===== src/rtl/hs_tx_feeder_pkg.sv =====
// rtl/hs_tx_feeder_pkg.sv - shared defaults and FSM encoding for the TX handshake stages
package hs_tx_feeder_pkg;

    localparam int HS_WIDTH       = 4;
    localparam int HS_DEPTH       = 8;
    localparam int HS_ACK_TIMEOUT = 64;

    typedef enum logic [1:0] {
        HS_IDLE      = 2'd0,
        HS_WAIT_RISE = 2'd1,
        HS_WAIT_FALL = 2'd2
    } hs_state_e;

endpackage


===== src/rtl/hs_tx_feeder_sync_fifo.sv =====
// rtl/hs_tx_feeder_sync_fifo.sv - single-clock FIFO with wrap-bit pointers and same-cycle pop/push
module sync_fifo
    import hs_tx_feeder_pkg::*;
#(
    parameter int WIDTH = HS_WIDTH,
    parameter int DEPTH = HS_DEPTH
) (
    input  logic                     clk,
    input  logic                     rst_n,
    input  logic                     wr_en,
    input  logic [WIDTH-1:0]         wr_data,
    input  logic                     rd_en,
    output logic [WIDTH-1:0]         rd_data,
    output logic                     full,
    output logic                     empty,
    output logic [$clog2(DEPTH):0]   level,
    output logic                     dropped
);

    localparam int AW = $clog2(DEPTH);

    logic [AW:0]      wr_ptr;
    logic [AW:0]      rd_ptr;
    logic [WIDTH-1:0] mem [DEPTH];
    logic             do_pop;
    logic             do_push;

    // The extra MSB distinguishes full from empty when the index bits match.
    assign empty   = (wr_ptr == rd_ptr);
    assign full    = (wr_ptr[AW] != rd_ptr[AW]) && (wr_ptr[AW-1:0] == rd_ptr[AW-1:0]);
    assign level   = wr_ptr - rd_ptr;
    assign rd_data = mem[rd_ptr[AW-1:0]];

    assign do_pop  = rd_en && !empty;
    assign do_push = wr_en && (!full || do_pop);
    assign dropped = wr_en && full && !do_pop;

    always_ff @(posedge clk or negedge rst_n) begin
        if (!rst_n) begin
            wr_ptr <= '0;
            rd_ptr <= '0;
        end else begin
            if (do_push) wr_ptr <= wr_ptr + 1'b1;
            if (do_pop)  rd_ptr <= rd_ptr + 1'b1;
        end
    end

    always_ff @(posedge clk) begin
        if (do_push) mem[wr_ptr[AW-1:0]] <= wr_data;
    end

endmodule


===== src/rtl/hs_tx_feeder.sv =====
// rtl/hs_tx_feeder.sv - feeds buffered words one at a time into a req/busy TX handshake stage
module hs_tx_feeder
    import hs_tx_feeder_pkg::*;
#(
    parameter int WIDTH       = HS_WIDTH,
    parameter int DEPTH       = HS_DEPTH,
    parameter int ACK_TIMEOUT = HS_ACK_TIMEOUT
) (
    input  logic                     clk_tx,
    input  logic                     rst_n,
    input  logic                     wr_en,
    input  logic [WIDTH-1:0]         wr_data,
    output logic                     full,
    output logic                     empty,
    output logic [$clog2(DEPTH):0]   level,
    input  logic                     hs_busy,
    output logic                     data_en,
    output logic [WIDTH-1:0]         data_in,
    output logic                     overflow,
    output logic                     ack_err
);

    localparam int CW = $clog2(ACK_TIMEOUT + 1);

    hs_state_e        state;
    hs_state_e        state_nx;
    logic [CW-1:0]    cnt;
    logic [CW-1:0]    cnt_nx;
    logic             issue;
    logic             timeout_hit;
    logic [WIDTH-1:0] head;
    logic             drop;

    sync_fifo #(
        .WIDTH (WIDTH),
        .DEPTH (DEPTH)
    ) u_fifo (
        .clk     (clk_tx),
        .rst_n   (rst_n),
        .wr_en   (wr_en),
        .wr_data (wr_data),
        .rd_en   (issue),
        .rd_data (head),
        .full    (full),
        .empty   (empty),
        .level   (level),
        .dropped (drop)
    );

    always_comb begin
        state_nx    = state;
        cnt_nx      = cnt;
        issue       = 1'b0;
        timeout_hit = 1'b0;
        case (state)
            HS_IDLE: begin
                // A busy still high from the previous transfer blocks the next issue.
                if (!empty && !hs_busy) begin
                    issue    = 1'b1;
                    cnt_nx   = '0;
                    state_nx = HS_WAIT_RISE;
                end
            end
            HS_WAIT_RISE: begin
                if (hs_busy) begin
                    cnt_nx   = '0;
                    state_nx = HS_WAIT_FALL;
                end else if (cnt == CW'(ACK_TIMEOUT - 1)) begin
                    timeout_hit = 1'b1;
                    cnt_nx      = '0;
                    state_nx    = HS_IDLE;
                end else begin
                    cnt_nx = cnt + CW'(1);
                end
            end
            HS_WAIT_FALL: begin
                if (!hs_busy) state_nx = HS_IDLE;
            end
            default: state_nx = HS_IDLE;
        endcase
    end

    always_ff @(posedge clk_tx or negedge rst_n) begin
        if (!rst_n) begin
            state    <= HS_IDLE;
            cnt      <= '0;
            data_en  <= 1'b0;
            data_in  <= '0;
            overflow <= 1'b0;
            ack_err  <= 1'b0;
        end else begin
            state   <= state_nx;
            cnt     <= cnt_nx;
            data_en <= issue;
            if (issue)       data_in  <= head;
            if (drop)        overflow <= 1'b1;
            if (timeout_hit) ack_err  <= 1'b1;
        end
    end

endmodule


===== config.mk =====
export PLATFORM = sky130hd
export DESIGN_NAME = hs_tx_feeder
export DESIGN_NICKNAME = d
export VERILOG_FILES = /design/src/rtl/hs_tx_feeder_pkg.sv /design/src/rtl/hs_tx_feeder_sync_fifo.sv /design/src/rtl/hs_tx_feeder.sv
export SDC_FILE = /design/constraint.sdc
export NUM_CORES = 1
export LEC_CHECK = 0
export ABC_AREA = 1
export BUFFER_PORTS_ARGS = -buffer_cell sky130_fd_sc_hd__buf_2
export CORE_MARGIN = 2
export CORE_UTILIZATION = 55
export DETAILED_ROUTE_END_ITERATION = 10
export GPL_TIMING_DRIVEN = 0
export MAX_ROUTING_LAYER = met4
export PLACE_DENSITY = 0.82
export SETUP_SLACK_MARGIN = 0.5
export SLEW_MARGIN = 20
export SYNTH_ARGS = -nofsm -noshare
export SYNTH_HDL_FRONTEND = slang
export SYNTH_SLANG_ARGS = --single-unit

===== constraint.sdc =====
create_clock -name clk_tx -period 6.05 [get_ports clk_tx]
set_input_delay 0.9075 -clock clk_tx [delete_from_list [all_inputs] [get_ports clk_tx]]
set_output_delay 0.9075 -clock clk_tx [all_outputs]
set_load 0.01 [all_outputs]

==> out/metrics.cfg <==
[outcome]
status=completed

[yosys]
yosysTopAreaCell=edfxtp_1
yosys_warnings=0
ys_seq_elements=56
synth.cell_area_um2=2706
async_flop_share_pct=42.86
yosysSeqAreaShare_pct=57.70
synth_cell_types=34
syn_avg_cell_area_um2=10.65
synth_top_area_share_pct=35.51
syn_inst=254
synth_nets=269
synth_edf_count=32
synth-main-ff-cell=edfxtp_1
ys_top_cells_by_area=edfxtp_1 (36%), dfrtp_1 (22%), nor2_1 (5.7%)

[global_route]
track_usage_pct=21.06
antenna_found_initial=0
grt_max_degree=25
grt_overflow=0
grt_pass1_vias=1789
grt_pass1_wl_mm=8.404

[floorplan]
num_rows=25
fp.dieW_um=74.15
die_area_um2=5497
ioPinCount=21
start_util_pct=57.30
core_area_um2=4723
die_h_um=74.15

[timing]
slew_headroom_pct=53.99
rsz0062_at_grt=no
skew_ns=0.007680
min_period_over_period_pct=49.76
final-setup-viol-count=0
fin_crit_ns=3.011
hold_violations=0
fmax_mhz=332.1
worst_pin_slew_ns=0.6849
fin_setup_tns_ns=0
slew_violations=0

[layout]
diodes=0
post-route-util_pct=63.26
final_common_cell=nor2_1
final_cell_mix=nor2_1 (41), nand2_1 (38), edfxtp_1 (32), dfrtp_1 (24)
nets=296
design_area_um2=2988
drive_above_1_share_pct=25.18
area_delta_synth_final_pct=10.40

[setup_path]
rr_worst_depth=8
endpoint_kind=output port
crit_type=reg2out
crit_arrival_ns=2.10
worstPathMaxFanout=10
reg2reg_from=u_fifo.rd_ptr[1]$_DFFE_PN0P_
startpoint_type=flip-flop
rr_endpoint=u_fifo.mem[5][3]$_DFFE_PP_
ff2ff_setup_slack_ns=3.60
worstPathRequired_ns=5.14

[placement]
dp_hpwl_mm=3.593
port_buffers=20
placed_cell_area_um2=2890
gp_congestion=0.8930

[clocking]
clk_latency_ns=0.32
clock_sinks=56
tritoncts=done
post_cts_resized=0
clkTransAtPathRegs_ns=0.11
cts-hold-fix-buffers=0
htreeDepth=2
cts_buffer_depth=2
clockRootBuffer=clkbuf_8
cts_buffers=5
post_cts.repair.setup_buffers=0

[hold_path]
hp-start=ack_err$_DFFE_PN0P_
min_to=ack_err$_DFFE_PN0P_
holdPathStages=1
hp-class=reg2reg

[routing]
drc=0
vias_per_cell=5.201
dr.pass1.iters=5
route.vias.total=1815
wl_per_cell_um=14.16
routed_wl_mm=4.943
drt_iter0_drc=95
ant_nets=0

[pwr]
powerDensity_nw_per_um2=497.2
p_leak_nw=1.242
vdd.ir_drop.worst_v=0.0001985

[job]
maxCapViolCount=0

flip-flops by register name, indices dropped and copies added, names as in the netlist:
| name | cells |
|---|---|
| ack_err | 1 |
| cnt | 7 |
| data_en | 1 |
| data_in | 4 |
| overflow | 1 |
| state | 2 |
| u_fifo.mem | 32 |
| u_fifo.rd_ptr | 4 |
| u_fifo.wr_ptr | 4 |
layout make-up:
class	count	area, µm²
fill	389	1735
sequential	56	1562
multi-input combinational	172	1017
timing repair buffer	20	100.1
tap	67	83.83
inverter	20	77.57
clock buffer	5	68.82
buffer	6	50.05
clock inverter	3	28.78
report_power, final:
part	switching [mW]	leakage (nW)	internal, mW	total [mW]
clock	0.135	0.0511	0.0877	0.223
sequential	0.0636	0.599	0.495	0.558
combinational	0.442	0.593	0.263	0.704
metrics by stage:
step,hold WS (ns),instances,worst slack [ns],power [mW]
after global routing,0.4890,349,2.854,1.610
after global placement,0.4472,341,3.419,1.252
final,0.4807,349,3.039,1.486
after detailed placement,0.4542,341,3.379,1.275
after CTS,0.4797,349,3.007,1.498
after floorplan,0.4635,254,3.663,1.080
worst max-delay path by stage:
stage | startpoint | to | slack [ns] | cells after the start
2_1_floorplan | u_fifo.rd_ptr[1]$_DFFE_PN0P_ | level[3] | 3.66 | 6
3_3_place_gp | u_fifo.rd_ptr[1]$_DFFE_PN0P_ | level[3] | 3.42 | 7
3_5_place_dp | u_fifo.rd_ptr[1]$_DFFE_PN0P_ | level[3] | 3.38 | 7
4_1_cts | u_fifo.rd_ptr[1]$_DFFE_PN0P_ | level[3] | 3.01 | 7
5_1_grt | u_fifo.rd_ptr[1]$_DFFE_PN0P_ | level[3] | 2.85 | 7
6_report | u_fifo.rd_ptr[1]$_DFFE_PN0P_ | level[3] | 3.04 | 7
metal layers:
metal | up-vias | global-route usage (%) | routed length [µm]
met2 | 39 | 34.13 | 2499
met1 | 863 | 26.83 | 2192
met3 | 8 | 4.201 | 174
met5 | - | - | 0
met4 | 0 | 6.667 | 76
li1 | 905 | - | -
critical path, stage by stage, from the launching register on:
cell,delay (ns)
dfrtp_1,0.41
buf_2,0.25
inv_2,0.14
ha_1,0.36
nand2_1,0.08
o21ai_0,0.21
xor2_1,0.18
buf_2,0.15
cells in the mapped netlist, types with 4 or more instances:
cell type	number
inv_1	14
nor2_1	41
nand3_2	9
ha_1	6
o21ai_2	5
dfrtp_1	24
o21ai_0	17
xor2_1	4
edfxtp_1	32
inv_2	5
nand2_1	38
nor2_4	4
nand3_1	21
logic make-up after synthesis:
group | count (synthesis) | synth area share (%)
compound gates | 31 | 6.796
xor+xnor | 7 | 2.543
fa+ha+maj | 7 | 3.514
buf+inv | 26 | 4.716
flops | 56 | 57.70
simple gates | 127 | 24.73
Note: power is estimated with default switching activity, not from simulation.
